File: src/rtl/shift_right_seq.sv
// shift_right_seq
// ---------------
// Iterative right shifter. An operand is captured in IDLE, shifted one bit
// per clock in SHIFT (zero fill or sign fill), and held in DONE until the
// consumer takes it. A single one-bit shift stage is used in place of a
// barrel network, so latency equals the clamped shift amount.
//
// Handshakes (both sides): a transfer happens on a rising clk edge where
// valid and ready are both high. The sender holds its payload stable while
// valid is high and ready is low. in_ready and out_valid are decoded from
// the registered state only. They never depend on in_valid or out_ready.
//
// Ports
//   clk        rising-edge clock
//   rst        synchronous active-high reset
//   in_valid   producer presents an operand
//   in_ready   block can accept an operand (IDLE, not in reset)
//   data_in    operand
//   shift_amt  unsigned shift distance; values >= WIDTH clamp to WIDTH
//   arith      1 = sign fill, 0 = zero fill
//   out_valid  result available (DONE)
//   out_ready  consumer takes the result
//   data_out   result, 0 whenever out_valid is low
//   busy       operation in flight (SHIFT or DONE)
//   state_dbg  current FSM state encoding, for observation only
module shift_right_seq #(
  parameter int WIDTH = 16,
  parameter int AMT_W = 16
) (
  input  logic             clk,
  input  logic             rst,
  input  logic             in_valid,
  output logic             in_ready,
  input  logic [WIDTH-1:0] data_in,
  input  logic [AMT_W-1:0] shift_amt,
  input  logic             arith,
  output logic             out_valid,
  input  logic             out_ready,
  output logic [WIDTH-1:0] data_out,
  output logic             busy,
  output logic [1:0]       state_dbg
);

  // The counter must be able to hold WIDTH itself, not only WIDTH-1.
  localparam int CNT_W = $clog2(WIDTH + 1);

  typedef enum logic [1:0] {
    S_IDLE  = 2'd0,
    S_SHIFT = 2'd1,
    S_DONE  = 2'd2
  } state_t;

  state_t           state;
  state_t           state_next;
  logic [WIDTH-1:0] work;
  logic [CNT_W-1:0] cnt;
  logic             fill;

  logic             accept;
  logic [CNT_W-1:0] amt_clamped;

  // Compare the full-width amount so that large values clamp rather than
  // wrapping into a small count after truncation.
  always_comb begin
    amt_clamped = CNT_W'(WIDTH);
    if (shift_amt < AMT_W'(WIDTH)) begin
      amt_clamped = CNT_W'(shift_amt);
    end
  end

  assign accept = in_valid & in_ready;

  always_comb begin
    state_next = state;
    case (state)
      S_IDLE: begin
        if (accept) begin
          state_next = (amt_clamped != '0) ? S_SHIFT : S_DONE;
        end
      end
      S_SHIFT: begin
        if (cnt == CNT_W'(1)) begin
          state_next = S_DONE;
        end
      end
      S_DONE: begin
        if (out_ready) begin
          state_next = S_IDLE;
        end
      end
      default: state_next = S_IDLE;
    endcase
  end

  always_ff @(posedge clk) begin
    if (rst) begin
      state <= S_IDLE;
      work  <= '0;
      cnt   <= '0;
      fill  <= 1'b0;
    end else begin
      state <= state_next;
      case (state)
        S_IDLE: begin
          if (accept) begin
            work <= data_in;
            cnt  <= amt_clamped;
            fill <= arith & data_in[WIDTH-1];
          end
        end
        S_SHIFT: begin
          work <= {fill, work[WIDTH-1:1]};
          cnt  <= cnt - CNT_W'(1);
        end
        default: begin
        end
      endcase
    end
  end

  // in_ready is also gated by rst so it reads low during the reset cycle,
  // even once the state register has already returned to IDLE.
  assign in_ready  = (state == S_IDLE) & ~rst;
  assign out_valid = (state == S_DONE);
  assign data_out  = out_valid ? work : '0;
  assign busy      = (state == S_SHIFT) | (state == S_DONE);
  assign state_dbg = state;

endmodule

File: config.mk
export PLATFORM = sky130hd
export DESIGN_NAME = shift_right_seq
export DESIGN_NICKNAME = d
export VERILOG_FILES = /design/src/rtl/shift_right_seq.sv
export SDC_FILE = /design/constraint.sdc
export NUM_CORES = 1
export LEC_CHECK = 0
export ABC_AREA = 1
export CAP_MARGIN = 10
export CORE_MARGIN = 8
export CORE_UTILIZATION = 30
export CTS_CLUSTER_DIAMETER = 60
export CTS_CLUSTER_SIZE = 14
export DETAILED_ROUTE_END_ITERATION = 12
export SYNTH_ARGS = -nofsm -noshare
export SYNTH_HDL_FRONTEND = slang
export SYNTH_SLANG_ARGS = --single-unit
File: constraint.sdc
create_clock -name clk -period 1.8 [get_ports clk]
set_clock_uncertainty 0.1 [all_clocks]
set_input_delay 0.36 -clock clk [delete_from_list [all_inputs] [get_ports clk]]
set_output_delay 0.36 -clock clk [all_outputs]
set_load 0.01 [all_outputs]
==> flow_metrics.tcl, run 1 <==
set metrics [dict create \
    setup_viol 0 \
    insertion_delay_ns 0.27 \
    maxSlewHeadroom_pct 85.0 \
    yosysMostFrequentCell "nand2_1" \
    place.gp.congestion 0.777 \
    overflow 0 \
    grt_pass1_wl_um 7040 \
    dieArea_um2 7160 \
    hold_violations 0 \
    hold_class "reg -> reg" \
    crit_required_ns 1.34 \
    syn_area_per_cell_um2 6.36 \
    synth_seq_cells 24 \
    seq_area_frac_synth_pct 34.0 \
    h-tree-depth 1 \
    max_clock_freq_ghz 0.574 \
    core_um2 4630 \
    grt_usage_pct 11.8 \
    dr.first_iter.drc_count 64 \
    ys_top_cells_by_count "69 x nand2_1, 26 x inv_1, 24 x dfxtp_1, 20 x nor2_1, 19 x o21ai_0" \
    first_pass_iters 4 \
    antenna_cells 0 \
    fin_crit_sh_pct 96.8 \
    dpl.hpwl_um 3110 \
    drc_errors 0 \
    p_sw_share_pct 37.0 \
    path_class "reg -> out" \
    p_sw_mw 0.865 \
    cts.clk_slew.worst_paths_ns 0.09 \
    async_reset_ff_share_pct 0 \
    synth_largest_area_cell "dfxtp_1" \
    worstMarginPinSlew_ns 0.224 \
    rows 25 \
    cts_inserted_buffers 3 \
    layout-drive-gt1-share_pct 15.7 \
    layout.cells.non_filler 340 \
    grt_max_degree 21 \
    cp-start-kind "flop" \
    cp-end-kind "primary output" \
    maxSlewViolCount 0 \
    die_h_um 84.6 \
    routed-via-count 1619 \
    arrival_ns 1.28 \
    max-cap-violations 0 \
    synth_top_area_share_pct 34.0 \
    vdd_drop_max_v 0.000671 \
    detail_route.wl_per_cell_um 12.5 \
    drtAntennaViolNets 0 \
    synth-edff-count 0 \
    yosys_warnings 0 \
    cts_sinks 24 \
    grt_pass1_vias 1504 \
    crit_fanout 9 \
    port_buffers 57 \
    period_needed_ns 1.74 \
    viasPerCell 4.76 \
    clock_power_share_pct 20.9 \
    synthCells 222 \
    holdWs_ns 0.373 \
    syn_nets 264 \
    syn_to_final_growth_pct 51.7 \
    wirelength_um 4240 \
    power_frac_comb_pct 45.7 \
    cell_internal_pwr_mw 1.47 \
    synth_ff_type "dfxtp_1" \
    ios 58 \
    dp_cells 335 \
    tritoncts "yes" \
    root_buffer "clkbuf_8" \
    powerDensity_nw_per_um2 1090 \
    rsz0062_at_grt "no" \
    cts_max_path_buffers 2 \
    status "finished clean" \
    antenna_found_initial 0 \
    cellLeakagePower_nw 1.05 \
    fin_nets 329 \
    synth_area_leaders "dfxtp_1 34%, nand2_1 18%, a31oi_1 7.1%" \
    ys_types 22 \
    syn_area_um2 1410 \
    die_x_um 84.6 \
    p_seq_share_pct 33.4 \
    start_util_pct 30.5 \
]
stage by stage:
stage / utilization (%) / setup slack, ns / area (um^2) / TNS, ns / power (mW)
floorplan: - / 0.0932 / 1410 / 0 / 1.40
global placement: 45.7 / -0.173 / 2120 / -1.65 / 1.83
detailed placement: 45.7 / -0.180 / 2120 / -1.82 / 1.85
CTS: 47.9 / -0.00639 / 2220 / -0.00639 / 2.34
global route: 46.3 / 0.00450 / 2140 / 0 / 2.53
finish: 46.3 / 0.0585 / 2140 / 0 / 2.34
critical path, cell delays in order (launching register included):
cell           delay [ns]
dfxtp_2              0.34
inv_2                0.05
ha_4                 0.17
clkbuf_16            0.16
dlygate4sd2_1        0.29
flip-flops by register name, summed over array words and instances (netlist names):
| signal | count |
|---|---|
| work | 16 |
| fill | 1 |
| cnt | 5 |
| state_dbg | 2 |
power groups by stage:
stage	clock (mW)	combinational, mW	sequential [mW]
2_1_floorplan	0	0.630	0.768
6_report	0.487	1.07	0.781
3_5_place_dp	0	1.06	0.784
4_1_cts	0.499	1.06	0.779
5_1_grt	0.517	1.21	0.804
3_3_place_gp	0	1.05	0.781
what timing repair did:
action | CTS | global route
gates resized for setup | 56 | 18
setup buffers | 0 | 0
cloned | 0 | 1
endpoints found under the setup margin | 19 | 19
hold buffers | 0 | 0
pin swaps | 0 | 1
per-layer routing:
| metal | up-vias | wire [um] | GRT usage, % |
|---|---|---|---|
| met2 | 46 | 1940 | 19.1 |
| met5 | - | 0 | 0 |
| met3 | 4 | 296 | 3.41 |
| met1 | 731 | 1940 | 14.3 |
| li1 | 838 | - | - |
| met4 | 0 | 58 | 4.37 |
layout make-up:
type	instances	area, um^2
Clock buffer	3	41.3
Fill cell	505	2490
Tap cell	54	67.6
Multi-Input combinational cell	157	759
Inverter	29	109
Clock inverter	1	30.0
Sequential cell	24	485
Timing Repair Buffer	72	651
path summary, 6_finish.rpt:
check                                  start   endpoint  slack, ns  depth (start not counted)
worst max-delay path            state_dbg[0]  out_valid       0.06                          4
worst min-delay path                  cnt[2]     cnt[2]       0.37                          2
worst max register to register  state_dbg[1]    work[6]       0.16                          8
worst min register to register        cnt[2]     cnt[2]       0.37                          2
kinds of logic after synthesis:
family	Yosys count	share of synthesized area, %
AOI/OAI and AO/OA	50	19.4
adders and majority gates	5	4.43
buffers and inverters	41	13.1
DFF	24	34.0
and+or+nand+nor	102	29.1
layout by cell type, fill, tap and decap left out, drive strengths merged:
cell | Yosys | final
nand2 | 70 | 70
clkdlybuf4s50 | 0 | 38
buf | 9 | 29
inv | 28 | 28
dfxtp | 24 | 24
o21ai | 23 | 23
nor2 | 20 | 20
a31oi | 16 | 16
a21oi | 11 | 11
nand3 | 8 | 8
clkbuf | 3 | 6
ha | 5 | 5
nand4 | 2 | 2
dlygate4sd2 | 0 | 2
and2 | 2 | 2
clkinv | 1 | 1
bufinv | 0 | 1
Power figures use the tool's default switching activity.
==> inputs of run 2 (changes only) <==
==> constraint.sdc (replaced) <==
create_clock -name clk -period 1.8 [get_ports clk]
set_clock_uncertainty 0.1 [all_clocks]
set_input_delay 0.36 -clock clk [delete_from_list [all_inputs] [get_ports clk]]
set_output_delay 0.36 -clock clk [all_outputs]
set_load 0.1 [all_outputs]
==> run 2 against run 1 <==
  * The run now ends with setup timing left
  * Largest cell class is now buffers
  * Critical endpoint is now data_out[13]
  * Power up 15%
  * Sequential cell count unchanged
  * Largest power group unchanged
  * Via count down 1.1%
==> flow_metrics.tcl, run 2 (synthesized netlist as in run 1, its figures left out) <==
set metrics [dict create \
    path_cells "inv_4, ha_4, buf_4, nand2_2, clkinvlp_4, buf_12" \
    fin_setup_tns_ns -0.0607 \
    layout-drive-gt1-share_pct 28.2 \
    drc_errors 0 \
    largest_reg_flops 16 \
    hold_violations 0 \
    root_buffer "clkbuf_8" \
    powerDensity_nw_per_um2 1070 \
    cp-start-kind "flop" \
    fin_crit_sh_pct 101 \
    period_needed_ns 1.82 \
    path_class "reg -> out" \
    ios 58 \
    dpl.hpwl_um 3240 \
    max_clock_freq_ghz 0.549 \
    antenna_cells 0 \
    cell_internal_pwr_mw 1.43 \
    maxSlewViolCount 0 \
    place_area_um2 2360 \
    grt_pass1_wl_um 7110 \
    violations "setup timing" \
    routed-via-count 1601 \
    max-cap-violations 0 \
    viasPerCell 4.74 \
    p_sw_share_pct 46.5 \
    cts_inserted_buffers 3 \
    setup_viol 11 \
    dr.first_iter.drc_count 72 \
    p_seq_share_pct 30.5 \
    place.gp.congestion 0.864 \
    layout_commonest_cell "nand2_1" \
    wirelength_um 4190 \
    mostFrequentLayoutCells "54 x nand2_1, 36 x clkdlybuf4s50_1, 23 x buf_12, 22 x dfxtp_1, 19 x o21ai_0" \
    dieArea_um2 7160 \
    port_buffers 57 \
    rows 25 \
    h-tree-depth 1 \
    detail_route.wl_per_cell_um 12.4 \
    cellLeakagePower_nw 0.987 \
    arrival_ns 1.36 \
    hold_class "reg -> reg" \
    worstMarginPinSlew_ns 0.210 \
    overflow 0 \
    cts.clk_slew.worst_paths_ns 0.09 \
    grt_pass1_vias 1629 \
    tritoncts "yes" \
    syn_to_final_growth_pct 77.7 \
    antenna_found_initial 0 \
    clock_power_share_pct 12.1 \
    fin_nets 327 \
    cts_max_path_buffers 2 \
    postCtsHoldBufs 0 \
    grt_usage_pct 11.8 \
    cp_num_buf_inv 4 \
    crit_fanout 5 \
    fin_area_um2 2510 \
    cp_top_family "buffers and inverters" \
    power_frac_comb_pct 57.4 \
    maxSlewHeadroom_pct 86.0 \
    crit_required_ns 1.34 \
    p_sw_mw 1.25 \
    insertion_delay_ns 0.26 \
    vdd_drop_max_v 0.00121 \
    holdWs_ns 0.364 \
    first_pass_iters 4 \
    cts_sinks 24 \
    die_x_um 84.6 \
    postLayoutSetupSlackWorst_ns -0.0216 \
    rsz0062_at_grt "yes" \
    grt_max_degree 33 \
    max_stage_delay_ns 0.37 \
    start_util_pct 30.5 \
    core_um2 4630 \
    regMostFlops "work" \
    die_h_um 84.6 \
    crit_slowest_cell "dfxtp_4" \
    drtAntennaViolNets 0 \
    cp-end-kind "primary output" \
    status "complete, but fails checks" \
]
==> run 2: changes by cell type in the layout (fill, tap and decap cells not counted), moves of 2 or more <==
cell / delta
clkinvlp_4: +16
nand2_2: +10
inv_1: -16
nand2_4: +5
clkdlybuf4s50_1: -2
buf_2: -15
nand2_1: -15
nor2_1: -2
buf_12: +20
clkbuf_2: -2
dlygate4sd2_1: -2
==> run 2: what timing repair did <==
action | in CTS | in global routing
endpoints found under the setup margin | 17 | 30
buffers inserted | 6 | 0
gates resized for setup | 5 | 7
==> run 2: path summary, 6_finish.rpt <==
path | endpoint | slack [ns] | from | cells after the start
setup / recovery | data_out[13] | -0.02 | state_dbg[0] | 6
setup reg to reg | state_dbg[1] | 0.14 | state_dbg[0] | 12
hold reg to reg | cnt[2] | 0.36 | cnt[2] | 2
hold / removal | cnt[2] | 0.36 | cnt[2] | 2
==> run 2: worst register-to-register path: cells and delay by family (launching register included) <==
kind,cells,cell delay [ns]
AND/OR/NAND/NOR,7,0.51
buffers and inverters,4,0.40
adder cells (fa/ha/maj),1,0.18
flip-flops,1,0.37
==> run 2: through the flow <==
step	cells	worst slack, ns	util, %	power, mW
floorplan	222	-0.345	-	1.82
global placement	328	0.0636	51.1	2.26
detailed placement	328	0.0252	51.1	2.28
CTS	338	-0.0401	53.7	2.66
global route	338	-0.0691	54.2	2.86
finish	338	-0.0216	54.2	2.68
==> run 2: power groups by stage <==
stage / Sequential [mW] / Clock (mW) / Combinational, mW
after detailed placement: 0.827 / 0 / 1.45
after CTS: 0.811 / 0.328 / 1.52
after floorplan: 0.879 / 0 / 0.942
after global placement: 0.824 / 0 / 1.44
after global routing: 0.837 / 0.351 / 1.67
final: 0.818 / 0.323 / 1.54
==> run 2: metal layers <==
layer / routed length, um / up-vias / global-route usage (%)
met3: 250 / 4 / 2.73
met4: 46 / 0 / 4.05
met1: 1730 / 719 / 12.7
li1: - / 834 / -
met2: 2170 / 44 / 21.7
met5: 0 / - / 0
==> run 2: area by class of cell <==
| type | count | area, um^2 |
|---|---|---|
| fillers | 461 | 2120 |
| multi-input cells | 157 | 835 |
| flip-flops and latches | 24 | 488 |
| repair buffers | 70 | 903 |
| clock buffers | 3 | 41.3 |
| clock inverters | 1 | 3.75 |
| inverters | 29 | 171 |
| well taps | 54 | 67.6 |
